**src/rtl/sync_pkg.sv**
```systemverilog
// -----------------------------------------------------------------------------
// sync_pkg
//   Shared constants and helpers for the multi-channel bit synchronizer.
//   - MIN_STAGES : smallest synchronizer chain depth accepted by the top.
//   - clog2      : constant ceiling-log2 used for sizing counters.
//   - cnt_width  : glitch-filter counter width for a given FILTER_LEN,
//                  clog2(FILTER_LEN+1), never narrower than one bit so the
//                  declaration stays legal when the filter is bypassed.
// -----------------------------------------------------------------------------
package sync_pkg;

    localparam int MIN_STAGES = 2;

    function automatic int clog2(input int value);
        int result;
        result = 0;
        for (int i = 0; i < 31; i++) begin
            if ((1 << i) < value) begin
                result = i + 1;
            end
        end
        return result;
    endfunction

    function automatic int cnt_width(input int filter_len);
        int w;
        w = clog2(filter_len + 1);
        return (w < 1) ? 1 : w;
    endfunction

endpackage

```
**src/rtl/sync_filter_chan.sv**
```systemverilog
// -----------------------------------------------------------------------------
// sync_filter_chan
//   One channel of the synchronizer: a STAGES-deep flop chain, an optional
//   persistence filter on the chain output and registered edge pulses.
//
// Ports
//   clk       in   destination-domain clock
//   rst       in   synchronous, active-high reset
//   async_in  in   asynchronous source bit
//   sync_out  out  synchronized (and filtered) level, registered
//   rise      out  one-cycle pulse when sync_out goes 0 -> 1
//   fall      out  one-cycle pulse when sync_out goes 1 -> 0
// -----------------------------------------------------------------------------
module sync_filter_chan
    import sync_pkg::*;
#(
    parameter int   STAGES     = 2,
    parameter int   FILTER_LEN = 0,
    parameter logic RST_VAL    = 1'b0
) (
    input  logic clk,
    input  logic rst,
    input  logic async_in,
    output logic sync_out,
    output logic rise,
    output logic fall
);

    // Metastability chain: kept together and away from retiming so the
    // resolution time between flops is preserved.
    (* ASYNC_REG = "TRUE", DONT_TOUCH = "TRUE" *) logic [STAGES-1:0] chain_q;
    logic [STAGES-1:0] chain_d;
    logic              s_last;

    logic sync_out_q;
    logic sync_out_d;
    logic rise_q;
    logic rise_d;
    logic fall_q;
    logic fall_d;

    always_comb begin
        chain_d = {chain_q[STAGES-2:0], async_in};
    end

    assign s_last = chain_q[STAGES-1];

    always_ff @(posedge clk) begin
        if (rst) begin
            chain_q <= {STAGES{RST_VAL}};
        end else begin
            chain_q <= chain_d;
        end
    end

    generate
        if (FILTER_LEN == 0) begin : g_bypass
            always_comb begin
                sync_out_d = s_last;
            end
        end else begin : g_filter
            localparam int CNT_W = cnt_width(FILTER_LEN);
            localparam logic [CNT_W-1:0] CNT_LAST = CNT_W'(FILTER_LEN - 1);

            logic [CNT_W-1:0] cnt_q;
            logic [CNT_W-1:0] cnt_d;

            // cnt counts consecutive cycles the chain output has disagreed
            // with sync_out; the FILTER_LEN-th disagreeing cycle commits the
            // new level. Any agreeing cycle restarts the count.
            always_comb begin
                cnt_d      = '0;
                sync_out_d = sync_out_q;
                if (s_last != sync_out_q) begin
                    if (cnt_q == CNT_LAST) begin
                        sync_out_d = s_last;
                    end else begin
                        cnt_d = cnt_q + CNT_W'(1);
                    end
                end
            end

            always_ff @(posedge clk) begin
                if (rst) begin
                    cnt_q <= '0;
                end else begin
                    cnt_q <= cnt_d;
                end
            end
        end
    endgenerate

    // Pulses are computed from the next level so they register on the same
    // edge sync_out changes, and are mutually exclusive by construction.
    always_comb begin
        rise_d = sync_out_d & ~sync_out_q;
        fall_d = ~sync_out_d & sync_out_q;
    end

    always_ff @(posedge clk) begin
        if (rst) begin
            sync_out_q <= RST_VAL;
            rise_q     <= 1'b0;
            fall_q     <= 1'b0;
        end else begin
            sync_out_q <= sync_out_d;
            rise_q     <= rise_d;
            fall_q     <= fall_d;
        end
    end

    assign sync_out = sync_out_q;
    assign rise     = rise_q;
    assign fall     = fall_q;

endmodule

```
**src/rtl/sync_filter_edge.sv**
```systemverilog
// -----------------------------------------------------------------------------
// sync_filter_edge
//   Multi-channel bit synchronizer for single-bit control/status signals
//   crossing into this clock domain, with optional glitch filter and
//   registered rise/fall pulses. Channels are independent: there is no
//   coherency between bits, so this is not for binary buses. Gray-coded
//   pointers may pass through only with FILTER_LEN = 0.
//
// Parameters
//   WIDTH       number of channels (>= 1)
//   STAGES      synchronizer flops per channel (>= 2)
//   FILTER_LEN  cycles a new level must persist before acceptance, 0 = bypass
//   RST_VAL     per-channel reset level of chain, filter and sync_out
//
// Ports
//   clk       in   destination-domain clock
//   rst       in   synchronous, active-high reset
//   async_in  in   [WIDTH] asynchronous source signals
//   sync_out  out  [WIDTH] synchronized level, registered
//   rise      out  [WIDTH] one-cycle pulse on accepted 0 -> 1
//   fall      out  [WIDTH] one-cycle pulse on accepted 1 -> 0
//   changed   out  any rise or fall this cycle
// -----------------------------------------------------------------------------
module sync_filter_edge
    import sync_pkg::*;
#(
    parameter int               WIDTH      = 1,
    parameter int               STAGES     = 2,
    parameter int               FILTER_LEN = 0,
    parameter logic [WIDTH-1:0] RST_VAL    = '0
) (
    input  logic             clk,
    input  logic             rst,
    input  logic [WIDTH-1:0] async_in,
    output logic [WIDTH-1:0] sync_out,
    output logic [WIDTH-1:0] rise,
    output logic [WIDTH-1:0] fall,
    output logic             changed
);

    generate
        if (STAGES < MIN_STAGES) begin : g_bad_stages
            $error("sync_filter_edge: STAGES must be at least %0d", MIN_STAGES);
        end
        if (WIDTH < 1) begin : g_bad_width
            $error("sync_filter_edge: WIDTH must be at least 1");
        end
        if (FILTER_LEN < 0) begin : g_bad_filter
            $error("sync_filter_edge: FILTER_LEN must not be negative");
        end
    endgenerate

    for (genvar i = 0; i < WIDTH; i++) begin : g_chan
        sync_filter_chan #(
            .STAGES     (STAGES),
            .FILTER_LEN (FILTER_LEN),
            .RST_VAL    (RST_VAL[i])
        ) u_chan (
            .clk      (clk),
            .rst      (rst),
            .async_in (async_in[i]),
            .sync_out (sync_out[i]),
            .rise     (rise[i]),
            .fall     (fall[i])
        );
    end

    // Built from registered pulses only, so it is glitch-free in practice.
    assign changed = |(rise | fall);

endmodule
```
**config.mk**
```make
export PLATFORM = sky130hd
export DESIGN_NAME = sync_filter_edge
export DESIGN_NICKNAME = d
export VERILOG_FILES = /design/src/rtl/sync_pkg.sv /design/src/rtl/sync_filter_chan.sv /design/src/rtl/sync_filter_edge.sv
export SDC_FILE = /design/constraint.sdc
export NUM_CORES = 1
export LEC_CHECK = 0
export CAP_MARGIN = 20
export CORE_AREA = 2 2 39 41
export DETAILED_ROUTE_END_ITERATION = 16
export DIE_AREA = 0 0 41 43
export GPL_TIMING_DRIVEN = 0
export PLACE_DENSITY = 0.37
export SLEW_MARGIN = 5
export SYNTH_ARGS = -nofsm -noshare
export SYNTH_HDL_FRONTEND = slang
export SYNTH_SLANG_ARGS = --single-unit
export TNS_END_PERCENT = 5
```
**constraint.sdc**
```tcl
create_clock -name clk -period 1.2 [get_ports clk]
set_input_delay 0.12 -clock clk [delete_from_list [all_inputs] [get_ports clk]]
set_output_delay 0.12 -clock clk [all_outputs]
set_load 0.05 [all_outputs]
```
# --- Word level (Yosys, flattened, before mapping) ---
# Cells that the tools add are included.
totals:
  regBits: 5
  in_bits: 3
  output_inout_bits: 4
op_classes:
  bitwise: 5
ops:
  columns: ["operator", "n"]
  rows:
  - ["$and 1x1->1", 2]
  - ["$not 1->1", 2]
  - ["$or 1x1->1", 1]

# --- Logic depth before layout (Yosys ltp) ---
depth:
  ltp_word: 2
  mapped_depth: 1

# --- Hierarchy ---
# A second synthesis with hierarchy kept.
hier_totals:
  hier_cells: 11
  hier_area_um2: 140.1
by_module_without_submodules:
  columns: ["mod", "cells_per_inst", "area_each_um2", "n_inst"]
  rows:
  - ["sync_filter_chan", 10, 133.9, 1]
  - ["sync_filter_edge", 1, 6.3, 1]

# --- Worst setup path before layout ---
# Ideal clock, no wire load.
synth_timing:
  path_kind: "reg2out"
  startpoint: "reg g_chan[0].u_chan.fall_q"
  endpoint: "out changed"
  arrival_ps: 964
  stages_incl_launch_ff: 2
  required_time_ps: 1080
  setup_slack_ps: 116
  path_cell_list: "dfxtp_1 > or2_2"
synth_between:
  elab_chain_len: 1
synth_rtl:
  columns: ["item", "line_no", "source"]
  rows:
  - ["start, declared", "sync_filter_chan.sv:39", "logic fall_q;"]
  - ["start signal, assigned", "sync_filter_chan.sv:108", "fall_q <= fall_d;"]
  - ["$or 1x1->1", "sync_filter_edge.sv:69", "assign changed = |(rise | fall);"]
  - ["end, declared", "sync_filter_edge.sv:38", "output logic changed"]
# Every way passes these cells.

# --- Worst setup path after layout ---
# Ends and elaborated chain as after synthesis.

==> results.py <==
metrics = {
    "outcome": {
        "status": "completed",
    },
    "drt": {
        "wl_per_cell_um": 6.14,
        "vias": 104,
        "routed_wl_um": 227,
        "drc": 0,
        "via_per_inst": 2.81,
        "first_pass_iters": 2,
        "antenna_left": 0,
        "drtIter0Drc": 3,
    },
    "grt": {
        "grt_start_max_net_pins": 6,
        "grt-busiest-layer": "met3",
        "grt-ovfl-total": 0,
        "antenna_found_initial": 0,
        "grt_util_all_layers_pct": 4.92,
        "grt_pass1_vias": 111,
        "use_met1_pct": 4.19,
        "met3_usage_pct": 9.42,
        "met2_usage_pct": 3.75,
        "grt_first_pass_wirelength_um": 434,
    },
    "layout": {
        "drive_gt1_share_pct": 38.1,
        "fin_nets": 25,
        "stdcell_area_um2": 233,
        "n_antenna_cell": 0,
        "area_delta_synth_final_pct": 66.1,
    },
    "cts": {
        "clock-sinks": 5,
        "htreeDepth": 1,
        "clk_latency_ps": 240,
        "clock_path_buffers": 2,
        "cts_setup_buffers": 0,
        "clk_pin_slew_ps": 40,
        "cts.root.buffer_cell": "clkbuf_4",
        "cts_buffers": 3,
        "cts_tree": "done",
    },
    "timing": {
        "clock_skew_ps": 2.19,
        "period_share_pct": 95.4,
        "fin_crit_ps": 1140,
        "hold_viol": 0,
        "slew_headroom_pct": 81.4,
        "worst_pin_slew_ps": 281,
        "rsz0062_at_grt": "no",
        "setup_viol": 0,
        "slew_viol_final": 0,
        "fmax_mhz": 873,
    },
    "run": {
        "max_cap_violations": 0,
    },
    "logic_synthesis": {
        "syn_area_um2": 140,
        "syn_inst": 11,
        "ys_types": 4,
        "yosysWarnings": 0,
        "ys_ff_latch": 5,
        "yosys.area_share.adder_pct": 0,
        "synth_compound_area_share_pct": 0,
        "syn_nets": 14,
        "syn_avg_cell_area_um2": 12.7,
        "synth_top_family_by_area": "simple AND/OR/NAND/NOR gates",
        "synthXorXnorAreaFrac_pct": 0,
        "seq_area_frac_synth_pct": 71.4,
        "synthSimpleGateAreaFrac_pct": 28.6,
        "synth_mux_area_share_pct": 0,
    },
    "die": {
        "dieHeight_um": 43,
        "core.rowCount": 14,
        "core_um2": 1380,
        "dieArea_um2": 1760,
        "start_util_pct": 10.1,
        "die_x_um": 41,
        "num_io_pins": 7,
    },
    "power_and_ir_drop": {
        "leakage_nw": 0.0975,
        "finalPower_mw": 0.394,
        "p_per_area_nw_per_um2": 1690,
        "peakVddDrop_mv": 0.685,
    },
    "worst_setup_path": {
        "worst-path-max-fanout": 2,
        "path_class": "register to output port",
        "start_kind": "register",
        "critical_path.endpoint_type": "output port",
        "cp.arrival_ps": 1020,
        "worst_ep_required_time_ps": 1080,
    },
    "place": {
        "gp_congestion": 0.499,
        "port_buffers": 6,
        "dpl_cell_area_um2": 220,
    },
    "hold_path": {
        "hp-class": "register to register",
    },
}
synthesized netlist by cell type, drive strengths merged:
| cell | instances | area share [%] |
|---|---|---|
| or2 | 1 | 4.5 |
| dfxtp | 5 | 71 |
| nor2b | 3 | 13 |
| nor3b | 2 | 11 |
sequential cells by signal, indices dropped and copies added (netlist names):
| name | flops |
|---|---|
| g_chan.u_chan.fall | 1 |
| g_chan.u_chan.chain_q | 2 |
| g_chan.u_chan.sync_out | 1 |
| g_chan.u_chan.rise | 1 |
logic make-up (layout without fill, tap and decap cells):
family | after synthesis | after routing
simple gates | 6 | 6
flops | 5 | 5
buf+inv | 0 | 10
repair_timing:
action	in CTS	in global routing
hold buffers	0	0
gates cloned	0	0
endpoints found under the setup margin	4	2
gates resized for setup	12	2
final cells by class:
type	count	area (um2)
tap	16	20.0
sequential	5	100
fill	156	1150
clock buffer	4	26.3
multi-input combinational	6	40.0
timing repair buffer	6	46.3
worst paths after layout:
path / cells after the start / to / slack (ps) / startpoint
worst max register to register: 1 / g_chan[0].u_chan.fall / 600 / g_chan[0].u_chan.sync_out
worst min-delay path: 1 / g_chan[0].u_chan.rise / 440 / g_chan[0].u_chan.sync_out
worst max-delay path: 2 / changed / 60 / g_chan[0].u_chan.fall
worst min register to register: 1 / g_chan[0].u_chan.rise / 440 / g_chan[0].u_chan.sync_out
metrics by stage:
step / TNS (ps) / util (%) / hold slack (ps) / cells / worst slack [ps]
after detailed placement: -282 / 15.9 / 434 / 33 / -186
after CTS: 0 / 17.5 / 435 / 37 / 20.3
after global routing: 0 / 16.8 / 449 / 37 / 10.8
after global placement: -251 / 15.9 / 412 / 33 / -181
final: 0 / 16.8 / 436 / 37 / 55.0
after floorplan: 0 / - / 192 / 11 / 116
routing by layer:
metal | wire (um) | vias to the layer above | part of all wire, %
li1 | - | 54 | -
met1 | 113 | 41 | 50
met2 | 56 | 7 | 25
met3 | 50 | 2 | 22
met4 | 6 | 0 | 2.6
met5 | 0 | - | 0
worst max-delay path, cell delays in order, from the launching register on:
cell and delay [ps]:
dfxtp_1 300, or2_2 280, buf_2 210
where the power goes:
group          switching [mW]  total (mW)  internal, mW  leakage, nW
clock network          0.0640       0.189         0.125       0.0150
logic                  0.0177      0.0301        0.0125       0.0416
registers             0.00220       0.174         0.172       0.0409
layout by cell type (no fill, tap or decap):
master	n
nor3b_1	2
dfxtp_1	5
nor2b_1	3
clkbuf_2	2
clkbuf_1	1
clkdlybuf4s15_2	1
clkdlybuf4s50_1	2
or2_2	1
clkbuf_4	3
buf_2	1
Power figures use the tool's default switching activity.
==> edit: new RTL, same flow settings <==
`FILTER_LEN` is set to 0 in 2 places; all go to 1. Comments in the files are not updated.
--- a/src/rtl/sync_filter_chan.sv
+++ b/src/rtl/sync_filter_chan.sv
@@ -16,5 +16,5 @@
 #(
     parameter int   STAGES     = 2,
-    parameter int   FILTER_LEN = 0,
+    parameter int   FILTER_LEN = 1,
     parameter logic RST_VAL    = 1'b0
 ) (
--- a/src/rtl/sync_filter_edge.sv
+++ b/src/rtl/sync_filter_edge.sv
@@ -27,5 +27,5 @@
     parameter int               WIDTH      = 1,
     parameter int               STAGES     = 2,
-    parameter int               FILTER_LEN = 0,
+    parameter int               FILTER_LEN = 1,
     parameter logic [WIDTH-1:0] RST_VAL    = '0
 ) (
Check against the original RTL: no difference found for any inputs over 10 cycles, from zero or initial values and one cycle with rst high; that may be too few to reach the edited logic, so the function may still have changed.
==> edit against the original RTL <==
Worst hold slack better by 9.4 ps; worst setup slack got worse by 4.0 ps; largest cell class unchanged; maximum frequency down 0.35%; highest routed layer is now met3; sequential cell count up 1; final area rose by 15%; register-to-register slack worse by 120 ps; routed wire length grew 24%; area after synthesis up 28%; power increased by 6.9%.
==> edit: results (changes against the original RTL) <==
| Metric | Value |
|---|---|
| DR top layer | met3 |
| Synthesized area | 179 um2 (+28%) |
| Sequential share of the synthesized area | 67.1% (-4.3 points) |
| Non-filler instance count after layout | 39 (+5.4%) |
| Drt pass-1 iters | 2 (unchanged) |
| First-pass GRT wire length | 462 um (+6.5%) |
| Iter 0 DRT Violations | 2 (-1) |
| Met2 routed WL | 121 um (+120%) |
| Vias post-DR | 127 (+22%) |
| Status | completed |
| GRT met3 Usage | 6.28% (-3.1 points) |
| Register Area | 120 um2 (+20%) |
| Final clock-cell share | 8.41% (-2.9 points) |
| Placed Cells | 36 (+9.1%) |
| Wire per inst | 7.21 um (+17%) |
| Clkbuf count | 3 (-1) |
| Final net count | 28 (+12%) |
| Synth top cells by count | dfxtp_1 (6), and2b_2 (2), nor4b_1 (2) |
| Met3 WL post-DR | 52 um (+4.0%) |
| Worst Min Path Start | g_chan[0].u_chan.chain_q[0]$_SDFF_PP0_ |
| Buffer share of cell area | 17.3% (-2.6 points) |
| Root Driver | clkbuf_4 |
| Post-Syn Nets | 17 (+3) |
| Lkg Pwr | 0.118 nW (+21%) |
| Multi-input gates | 8 (+2) |
| Synth area leaders | dfxtp_1 (67%), and2b_2 (9.8%), nor4b_1 (9.8%), mux2i_1 (5.6%), or2_2 (3.5%) |
| Layer with the highest usage | met3 |
| GRT Total Usage | 4.92% (unchanged) |
| Multiplexer share of the synthesized area | 5.59% (+5.6 points) |
| Cells on Worst Hold Path | 1 (unchanged) |
| GRT met2 Usage | 4.69% (+0.94 points) |
| Worst vdd ir | 487 uV (-29%) |
| CP max-delay cell | dfxtp_1 |
| Worst slack, placed | -187 ps (-0.614 ps) |
| Cell variety after synth | 7 (+3) |
| Area used by multi-input combinational logic | 58.8 um2 (+47%) |
| Yosys warns | 0 (unchanged) |
| Routability cong. | 0.489 (-1.9%) |
| Synth Area in XOR/XNOR | 0% (unchanged) |
| Share of layout cells above drive strength 1 | 43.5% (+5.4 points) |
| Origin of the critical flop-to-flop path | g_chan[0].u_chan.sync_out$_SDFF_PP0_ |
| # fillers | 152 (-2.6%) |
| Layout Skew | 0.210 ps (-1.98 ps) |
| Sequential cell count | 6 (+1) |
| Crit. Startpoint | g_chan[0].u_chan.fall$_SDFF_PP0_ |
| Cells after Synth | 14 (+3) |
| Util after Layout | 19.3% (+2.5 points) |
| Buffers on Ports | 6 (unchanged) |
| Adder-Cell Fraction of Synth Area | 0% (unchanged) |
| Clk_lat worst skew | 240 ps (about the same) |
| Clk buf depth | 2 (unchanged) |
| Post-DP Area | 259 um2 (+18%) |
| M1 WL | 107 um (-5.3%) |
edit: changes by cell type after synthesis, sizes merged:
| cell | before | now |
|---|---|---|
| nor4b | 0 | 2 |
| dfxtp | 5 | 6 |
| conb | 0 | 1 |
| nor2b | 3 | 0 |
| and2b | 0 | 2 |
| mux2i | 0 | 1 |
| nor2 | 0 | 1 |
| nor3b | 2 | 0 |
edit: path summary, 6_finish.rpt:
path | endpoint | slack, ps
setup reg to reg | g_chan[0].u_chan.rise$_SDFF_PP0_ | 480
hold reg to reg | g_chan[0].u_chan.chain_q[1]$_SDFF_PP0_ | 450
setup / recovery | changed | 50
hold / removal | g_chan[0].u_chan.chain_q[1]$_SDFF_PP0_ | 450
edit: report_power, final:
part	total (mW)	internal (mW)	switching (mW)	leakage (nW)
clock	0.184	0.113	0.0711	0.0138
combinational	0.0264	0.0130	0.0134	0.0551
sequential	0.211	0.207	0.00399	0.0493
total	0.421	0.333	0.0885	0.118
